### src/rtl/adiv5_arb_ctrl.sv
// Two-requester arbiter in front of an ADIv5 command/response FIFO pair.
// Responses are routed by an in-order tag FIFO; mode changes drain all traffic first.
module adiv5_arb_ctrl #(
    parameter int unsigned TAG_DEPTH = 4,
    parameter int unsigned SETTLE    = 8
) (
    input  logic        CLK,
    input  logic        RESET,
    input  logic [35:0] A_WRDATA,
    input  logic        A_WREN,
    output logic        A_WRFULL,
    output logic [34:0] A_RDDATA,
    input  logic        A_RDEN,
    output logic        A_RDEMPTY,
    input  logic [35:0] B_WRDATA,
    input  logic        B_WREN,
    output logic        B_WRFULL,
    output logic [34:0] B_RDDATA,
    input  logic        B_RDEN,
    output logic        B_RDEMPTY,
    output logic [35:0] M_WRDATA,
    output logic        M_WREN,
    input  logic        M_WRFULL,
    input  logic [34:0] M_RDDATA,
    output logic        M_RDEN,
    input  logic        M_RDEMPTY,
    input  logic        MODE_REQ,
    input  logic        MODE_JTAG,
    input  logic        MODE_DIRECT,
    output logic        JTAGnSWD,
    output logic        JTAG_DIRECT,
    output logic        MODE_BUSY,
    output logic        MODE_DONE
);
    localparam int unsigned PW = $clog2(TAG_DEPTH);
    localparam int unsigned CW = PW + 1;

    typedef enum logic [1:0] {ST_RUN, ST_DRAIN, ST_SWITCH, ST_SETTLE} state_t;

    state_t                 r_state;
    logic [35:0]            r_ha_data;
    logic [35:0]            r_hb_data;
    logic                   r_ha_vld;
    logic                   r_hb_vld;
    logic                   r_last_b;
    logic [TAG_DEPTH-1:0]   r_tag;
    logic [PW-1:0]          r_wp;
    logic [PW-1:0]          r_rp;
    logic [CW-1:0]          r_cnt;
    logic [7:0]             r_settle;
    logic                   r_tgt_jtag;
    logic                   r_tgt_direct;

    logic                   w_run;
    logic                   w_issue;
    logic                   w_sel_b;
    logic                   w_iss_a;
    logic                   w_iss_b;
    logic                   w_wr_a;
    logic                   w_wr_b;
    logic                   w_rsp;
    logic                   w_head_b;
    logic                   w_ha_vld_nxt;
    logic                   w_hb_vld_nxt;
    logic [CW-1:0]          w_cnt_nxt;
    logic                   w_drained;

    assign w_run    = (r_state == ST_RUN);
    assign w_issue  = !M_WRFULL && (r_cnt < CW'(TAG_DEPTH)) && (r_ha_vld || r_hb_vld);
    // On a conflict the requester not served last wins.
    assign w_sel_b  = r_hb_vld && (!r_ha_vld || !r_last_b);
    assign w_iss_a  = w_issue && !w_sel_b;
    assign w_iss_b  = w_issue && w_sel_b;

    assign A_WRFULL = (r_ha_vld && !w_iss_a) || !w_run;
    assign B_WRFULL = (r_hb_vld && !w_iss_b) || !w_run;
    assign w_wr_a   = A_WREN && !A_WRFULL;
    assign w_wr_b   = B_WREN && !B_WRFULL;

    assign M_WREN   = w_issue;
    assign M_WRDATA = w_sel_b ? r_hb_data : r_ha_data;

    assign w_head_b  = r_tag[r_rp];
    assign w_rsp     = !M_RDEMPTY && (r_cnt != '0);
    assign A_RDEMPTY = !(w_rsp && !w_head_b);
    assign B_RDEMPTY = !(w_rsp && w_head_b);
    assign M_RDEN    = (A_RDEN && !A_RDEMPTY) || (B_RDEN && !B_RDEMPTY);
    assign A_RDDATA  = M_RDDATA;
    assign B_RDDATA  = M_RDDATA;

    // Drain completion looks at post-edge occupancy so SWITCH follows the last pop directly.
    assign w_ha_vld_nxt = w_wr_a || (r_ha_vld && !w_iss_a);
    assign w_hb_vld_nxt = w_wr_b || (r_hb_vld && !w_iss_b);
    assign w_cnt_nxt    = r_cnt + CW'(w_issue) - CW'(M_RDEN);
    assign w_drained    = !w_ha_vld_nxt && !w_hb_vld_nxt && (w_cnt_nxt == '0);

    assign MODE_BUSY = !w_run;

    always_ff @(posedge CLK or posedge RESET) begin
        if (RESET) begin
            r_ha_data <= '0;
            r_hb_data <= '0;
            r_ha_vld  <= 1'b0;
            r_hb_vld  <= 1'b0;
            r_last_b  <= 1'b1;
            r_tag     <= '0;
            r_wp      <= '0;
            r_rp      <= '0;
            r_cnt     <= '0;
        end else begin
            r_ha_vld <= w_ha_vld_nxt;
            r_hb_vld <= w_hb_vld_nxt;
            if (w_wr_a) r_ha_data <= A_WRDATA;
            if (w_wr_b) r_hb_data <= B_WRDATA;
            if (w_issue) begin
                r_last_b    <= w_sel_b;
                r_tag[r_wp] <= w_sel_b;
                r_wp        <= r_wp + 1'b1;
            end
            if (M_RDEN) r_rp <= r_rp + 1'b1;
            r_cnt <= w_cnt_nxt;
        end
    end

    always_ff @(posedge CLK or posedge RESET) begin
        if (RESET) begin
            r_state      <= ST_RUN;
            r_settle     <= '0;
            r_tgt_jtag   <= 1'b1;
            r_tgt_direct <= 1'b0;
            JTAGnSWD     <= 1'b1;
            JTAG_DIRECT  <= 1'b0;
            MODE_DONE    <= 1'b0;
        end else begin
            MODE_DONE <= 1'b0;
            case (r_state)
                ST_RUN: begin
                    if (MODE_REQ) begin
                        r_tgt_jtag   <= MODE_JTAG;
                        r_tgt_direct <= MODE_DIRECT;
                        r_state      <= ST_DRAIN;
                    end
                end
                ST_DRAIN: begin
                    if (w_drained) r_state <= ST_SWITCH;
                end
                ST_SWITCH: begin
                    JTAGnSWD    <= r_tgt_jtag;
                    JTAG_DIRECT <= r_tgt_direct;
                    r_settle    <= 8'(SETTLE);
                    r_state     <= ST_SETTLE;
                end
                ST_SETTLE: begin
                    r_settle <= r_settle - 8'd1;
                    if (r_settle == 8'd1) begin
                        r_state   <= ST_RUN;
                        MODE_DONE <= 1'b1;
                    end
                end
                default: r_state <= ST_RUN;
            endcase
        end
    end
endmodule

### config.mk
export PLATFORM = sky130hd
export DESIGN_NAME = adiv5_arb_ctrl
export DESIGN_NICKNAME = d
export VERILOG_FILES = /design/src/rtl/adiv5_arb_ctrl.sv
export SDC_FILE = /design/constraint.sdc
export NUM_CORES = 1
export LEC_CHECK = 0
export ABC_CLOCK_PERIOD_IN_PS = 7300
export CAP_MARGIN = 15
export CORE_UTILIZATION = 45
export CTS_BUF_LIST = sky130_fd_sc_hd__clkbuf_16
export DETAILED_ROUTE_END_ITERATION = 12
export MAX_ROUTING_LAYER = met4
export PLACE_DENSITY = 0.86
export SLEW_MARGIN = 15
export SYNTH_ARGS = -nofsm -noshare
export SYNTH_HDL_FRONTEND = slang
export SYNTH_SLANG_ARGS = --single-unit
### constraint.sdc
create_clock -name CLK -period 7.3 [get_ports CLK]
set_clock_uncertainty 0.05 [all_clocks]
set_input_delay 1.46 -clock CLK [delete_from_list [all_inputs] [get_ports CLK]]
set_output_delay 1.46 -clock CLK [all_outputs]
set_load 0.005 [all_outputs]
Word level (Yosys, flattened, before mapping) --
Index checks and enable logic that the tools add are counted.
Operators by class: $add $sub $neg 5, magnitude comparators 4, equality and inequality tests 7, mux-type cells 13, reductions and logical operators 45
Operators with widths (number):
- 36-bit two-way mux | 1
- 1-bit logical AND | 17
- 8-bit case mux with 2 select lines | 1
- 1-bit zero test | 15
- 8-bit by 1-bit == test with 1-bit output, second input constant | 1
- 2-bit case mux with 4 select lines | 1
- 8-bit by 1-bit subtractor with 8-bit output, second input constant | 1
- 1-bit logical OR | 7
- 2-bit by 3-bit less-than comparator with 1-bit output, second input constant | 2
- 2-bit two-way mux | 3
- 2-bit != test, second input constant | 3
- 2-bit by 1-bit adder with 2-bit output, second input constant | 2
- 4-bit bitwise mux | 1
- 2-bit == test, second input constant | 2
- 1-bit two-way mux | 4
- 3-bit by 1-bit adder with 3-bit output | 1
- 3-bit zero test | 1
- 3-bit less-than comparator, second input constant | 1
- 3-bit AND reduction | 1
- 3-bit nonzero test | 1
- 3-bit by 1-bit subtractor with 3-bit output | 1
- 1-bit binary-select mux with 2-bit select | 1
- 1-bit demux with 2-bit select | 1
- 2-bit by 1-bit == test with 1-bit output, second input constant | 1
- 4 further kinds | 4
Word-level totals: bits in registers 101, output and inout bits 116, logic and storage cells 90

Longest topological paths before layout --
word-level depth 16, depth in mapped cells 11, mapped depth without buffers 11

Least setup slack after synthesis --
No wires, ideal clock.
path kind input -> register, start in M_WRFULL, end reg r_state[1], setup time 0.128 ns, arrival 3.596 ns, path slack 3.526 ns, stages 7, buffers on the path 0, cell sequence or2_1 -> nor2_1 -> ha_1 -> fa_1 -> o41ai_2 -> o2111ai_1 -> mux2_1
RTL lines:
- start: declaration | RTL line 23 | input logic M_WRFULL,
- 1-bit zero test | RTL line 69 | assign w_issue = !M_WRFULL && (r_cnt < CW'(TAG_DEPTH)) && (r_ha_vld || r_hb_vld);
- 1-bit logical AND (2 in a row) | RTL line 69
- net M_WREN | RTL line 22 | output logic M_WREN,
- 3-bit by 1-bit adder with 3-bit output | RTL line 94 | assign w_cnt_nxt = r_cnt + CW'(w_issue) - CW'(M_RDEN);
- 3-bit by 1-bit subtractor with 3-bit output | RTL line 94
- net w_cnt_nxt[1] | RTL line 65 | logic [CW-1:0] w_cnt_nxt;
- 3-bit zero test | RTL line 95 | assign w_drained = !w_ha_vld_nxt && !w_hb_vld_nxt && (w_cnt_nxt == '0);
- 1-bit logical AND | RTL line 95
- 2-bit != test (no source line)
- 3-bit AND reduction (no source line)
- end signal: assignment | RTL line 127 | r_state <= ST_RUN;
- end signal: assignment | RTL line 141 | r_state <= ST_DRAIN;
- end signal: assignment | RTL line 145 | if (w_drained) r_state <= ST_SWITCH;
- end: declaration | RTL line 40 | state_t r_state;
The timed path passes the listed nets, and every way through them passes these cells. A chain may end at the register's enable or synchronous reset.

Worst setup path in the final report --
start in M_WRFULL, end out M_WREN
Between the ends: word-level cells in the longest chain between the ends 3
Ends and longest elaborated chain (RTL line):
- 1-bit zero test | 69
- 1-bit logical AND (2 in a row) | 69
- end: declaration | 22
No other way between the ends.

==> results.cfg <==
[status]
status = finished, final reports clean

[worst_setup_path]
slowest_delay_ns = 0.61
cp-start-kind = input pin
crit_path_max_fanout = 9
crit_family = buffers and inverters
cp_num_buf_inv = 2
critPathRequiredTime_ns = 5.79
endpoint_kind = output pin
path_class = in -> out
cpMaxStageDelayCell = clkdlybuf4s50_1
r2r-end = r_state[1]
r2r-start = r_rp[1]
critical_path_arrival_ns = 3.22
crit_chain = clkdlybuf4s50_1 > or2_1 > nor2_1 > clkdlybuf4s50_1
r2r_cells = 10
reg2reg_slack_ns = 3.82
crit_top_cell = clkdlybuf4s50_1

[synth]
synthTopCellsByCount = mux2_2 (116), dfrtp_1 (98), buf_4 (70), nand2_1 (19)
synth_most_common_cell = mux2_2
ys.warnings.count = 0
netlist_instances = 410
yosysTopAreaCell = dfrtp_1
synth_edf_count = 0
ys.flop_type = dfrtp_1
syn_nets = 542
ys_seq_area_share_pct = 49.0
synth.distinct_cells = 39
synth_top_cell_area_share_pct = 47.5
syn_area_per_cell_um2 = 12.6
synthTopCellsByArea = dfrtp_1 (47%), mux2_2 (25%), buf_4 (10%)
synthesis.area_mm2 = 0.00517
synthArstFlopShare_pct = 100
synth-seq-cells = 101

[floorplan]
row_count = 38
initial_utilization_pct = 46.8
die_y_um = 109
die_area_mm2 = 0.0119
core-area_mm2 = 0.0110
die_width_um = 109
top_level_ports = 234

[global_routing]
grt_max_degree = 66
grt_pass1_vias = 3398
grt_first_pass_wirelength_mm = 16.9
grt_overflow = 0
grt_use_total_pct = 19.3
antenna_found_initial = 0

[clocking]
cts_setup_buffers = 0
cts_buffers = 9
root_buffer = clkbuf_16
cts_hold_buffers = 0
clkSlewWorstSetupHoldPaths_ns = 0.06
clock_path_buffers = 2
clock_sinks = 101
clock_latency_ns = 0.33
cts_tree = done
cts_resized = 0
h-tree-depth = 3

[placed_design]
dp_cells = 596
post-place-ws_ns = 2.54
dp_hpwl_mm = 7.88
dpl_cell_area_mm2 = 0.00606
port-buffer-count = 128
gp_congestion = 0.785

[pwr]
pwr_density_cell_mw_per_mm2 = 436
clockPowerShare_pct = 16.4
pwr-share-seq_pct = 36.5
switchingPower_mw = 0.860
p_leak_nw = 2.68
intPower_mw = 1.91
netSwitchingFraction_pct = 31.1
ir_worst_vdd_mv = 0.187
p_comb_share_pct = 47.1

[sta]
setup_viol = 0
rsz0062_at_grt = false
period_share_pct = 64.8
relSlewSlack_pct = 31.0
worst_slew_pin_slew_ns = 1.04
timing.hold.ws_ns = 0.432
fin_setup_tns_ns = 0
layout_setup_ws_ns = 2.57
max_freq_ghz = 0.211
final_hold_viol_count = 0
drv_slew = 0
post-route-min-period_ns = 4.73

[min_path]
min_to = r_settle[6]
hp-class = reg -> reg
min_path_cells = 1
holdCritStartpoint = r_settle[6]

[detailed_routing]
wl_per_cell_um = 17.6
drc = 0
post_drt_via_cell_ratio = 5.15
wl_mm = 10.8
vias = 3150
drtPass1Iterations = 4
drt_iter0_markers = 72
ant_nets = 0

[finish]
area_growth_pct = 22.8
design_area_mm2 = 0.00634
nets = 599
diodes = 0
drive_gt1_share_pct = 30.5
finalNonFillerCells = 612

[flow_run]
cap_violations = 0
-- cells in the final DEF (no fill, tap or decap), drive strengths merged, types with 2 or more instances in the layout --
master / Yosys / routed
clkdlybuf4s50: 0 / 128
mux2: 117 / 117
dfrtp: 98 / 98
nand2: 19 / 19
inv: 13 / 17
ha: 13 / 13
nor2: 10 / 10
o21ai: 10 / 10
clkbuf: 4 / 9
nor3: 4 / 4
mux2i: 4 / 4
nand2b: 4 / 4
nand3: 4 / 4
dfstp: 3 / 3
nor2b: 3 / 3
o41ai: 3 / 3
xor2: 2 / 2
xnor2: 2 / 2
o31ai: 2 / 2
a21oi: 2 / 2
nor3b: 2 / 2
clkinv: 0 / 2
-- worst max path at each step --
stage,startpoint,end,slack [ns],depth (start not counted)
final,M_WRFULL,M_WREN,2.57,4
after floorplan,RESET,JTAG_DIRECT,3.15,1
after global placement,M_WRFULL,M_WREN,2.60,4
after CTS,M_WRFULL,M_WREN,2.53,4
after detailed placement,M_WRFULL,M_WREN,2.54,4
after global routing,M_WRFULL,M_WREN,2.46,4
-- metrics by stage --
stage	total power [mW]	util, %
floorplan	1.78	-
global placement	2.27	54.9
detailed placement	2.34	54.9
CTS	2.80	57.5
finish	2.77	57.5
global route	2.95	57.5
-- state kept, by name, summed over array words and instances (netlist names), 2 cells and up --
name       count
r_cnt          3
r_ha_data     36
r_hb_data     36
r_rp           2
r_settle       8
r_state        2
r_tag          4
r_wp           2
-- layer usage --
metal	routed length, µm	GRT usage [%]
met5	0	-
met4	445	10.4
met3	667	4.18
met2	5600	33.0
met1	4090	20.8
-- power groups by stage --
stage,logic (mW),clock network [mW],registers (mW)
floorplan,0.816,0,0.966
global placement,1.27,0,0.994
detailed placement,1.32,0,1.02
CTS,1.33,0.464,1.01
global route,1.42,0.487,1.05
finish,1.30,0.455,1.01
-- logic make-up (layout without fill, tap and decap cells) --
group	count (synthesis)	count (layout)	share of synthesized area (%)
flops	101	101	49.0
compound gates	21	21	2.83
mux	122	122	26.7
fa+ha+maj	15	15	3.75
buf+inv	96	158	12.2
simple gates	51	51	4.82
xor+xnor	4	4	0.678
-- layout make-up --
| cell class | instances | area (µm²) |
|---|---|---|
| clock inverters | 7 | 60.1 |
| flip-flops and latches | 101 | 2530 |
| fillers | 919 | 4690 |
| well taps | 140 | 175 |
| clock buffers | 9 | 225 |
| multi-input cells | 213 | 2010 |
| repair buffers | 129 | 1290 |
| inverters | 13 | 51.3 |
Note: power is estimated with default switching activity, not from simulation.
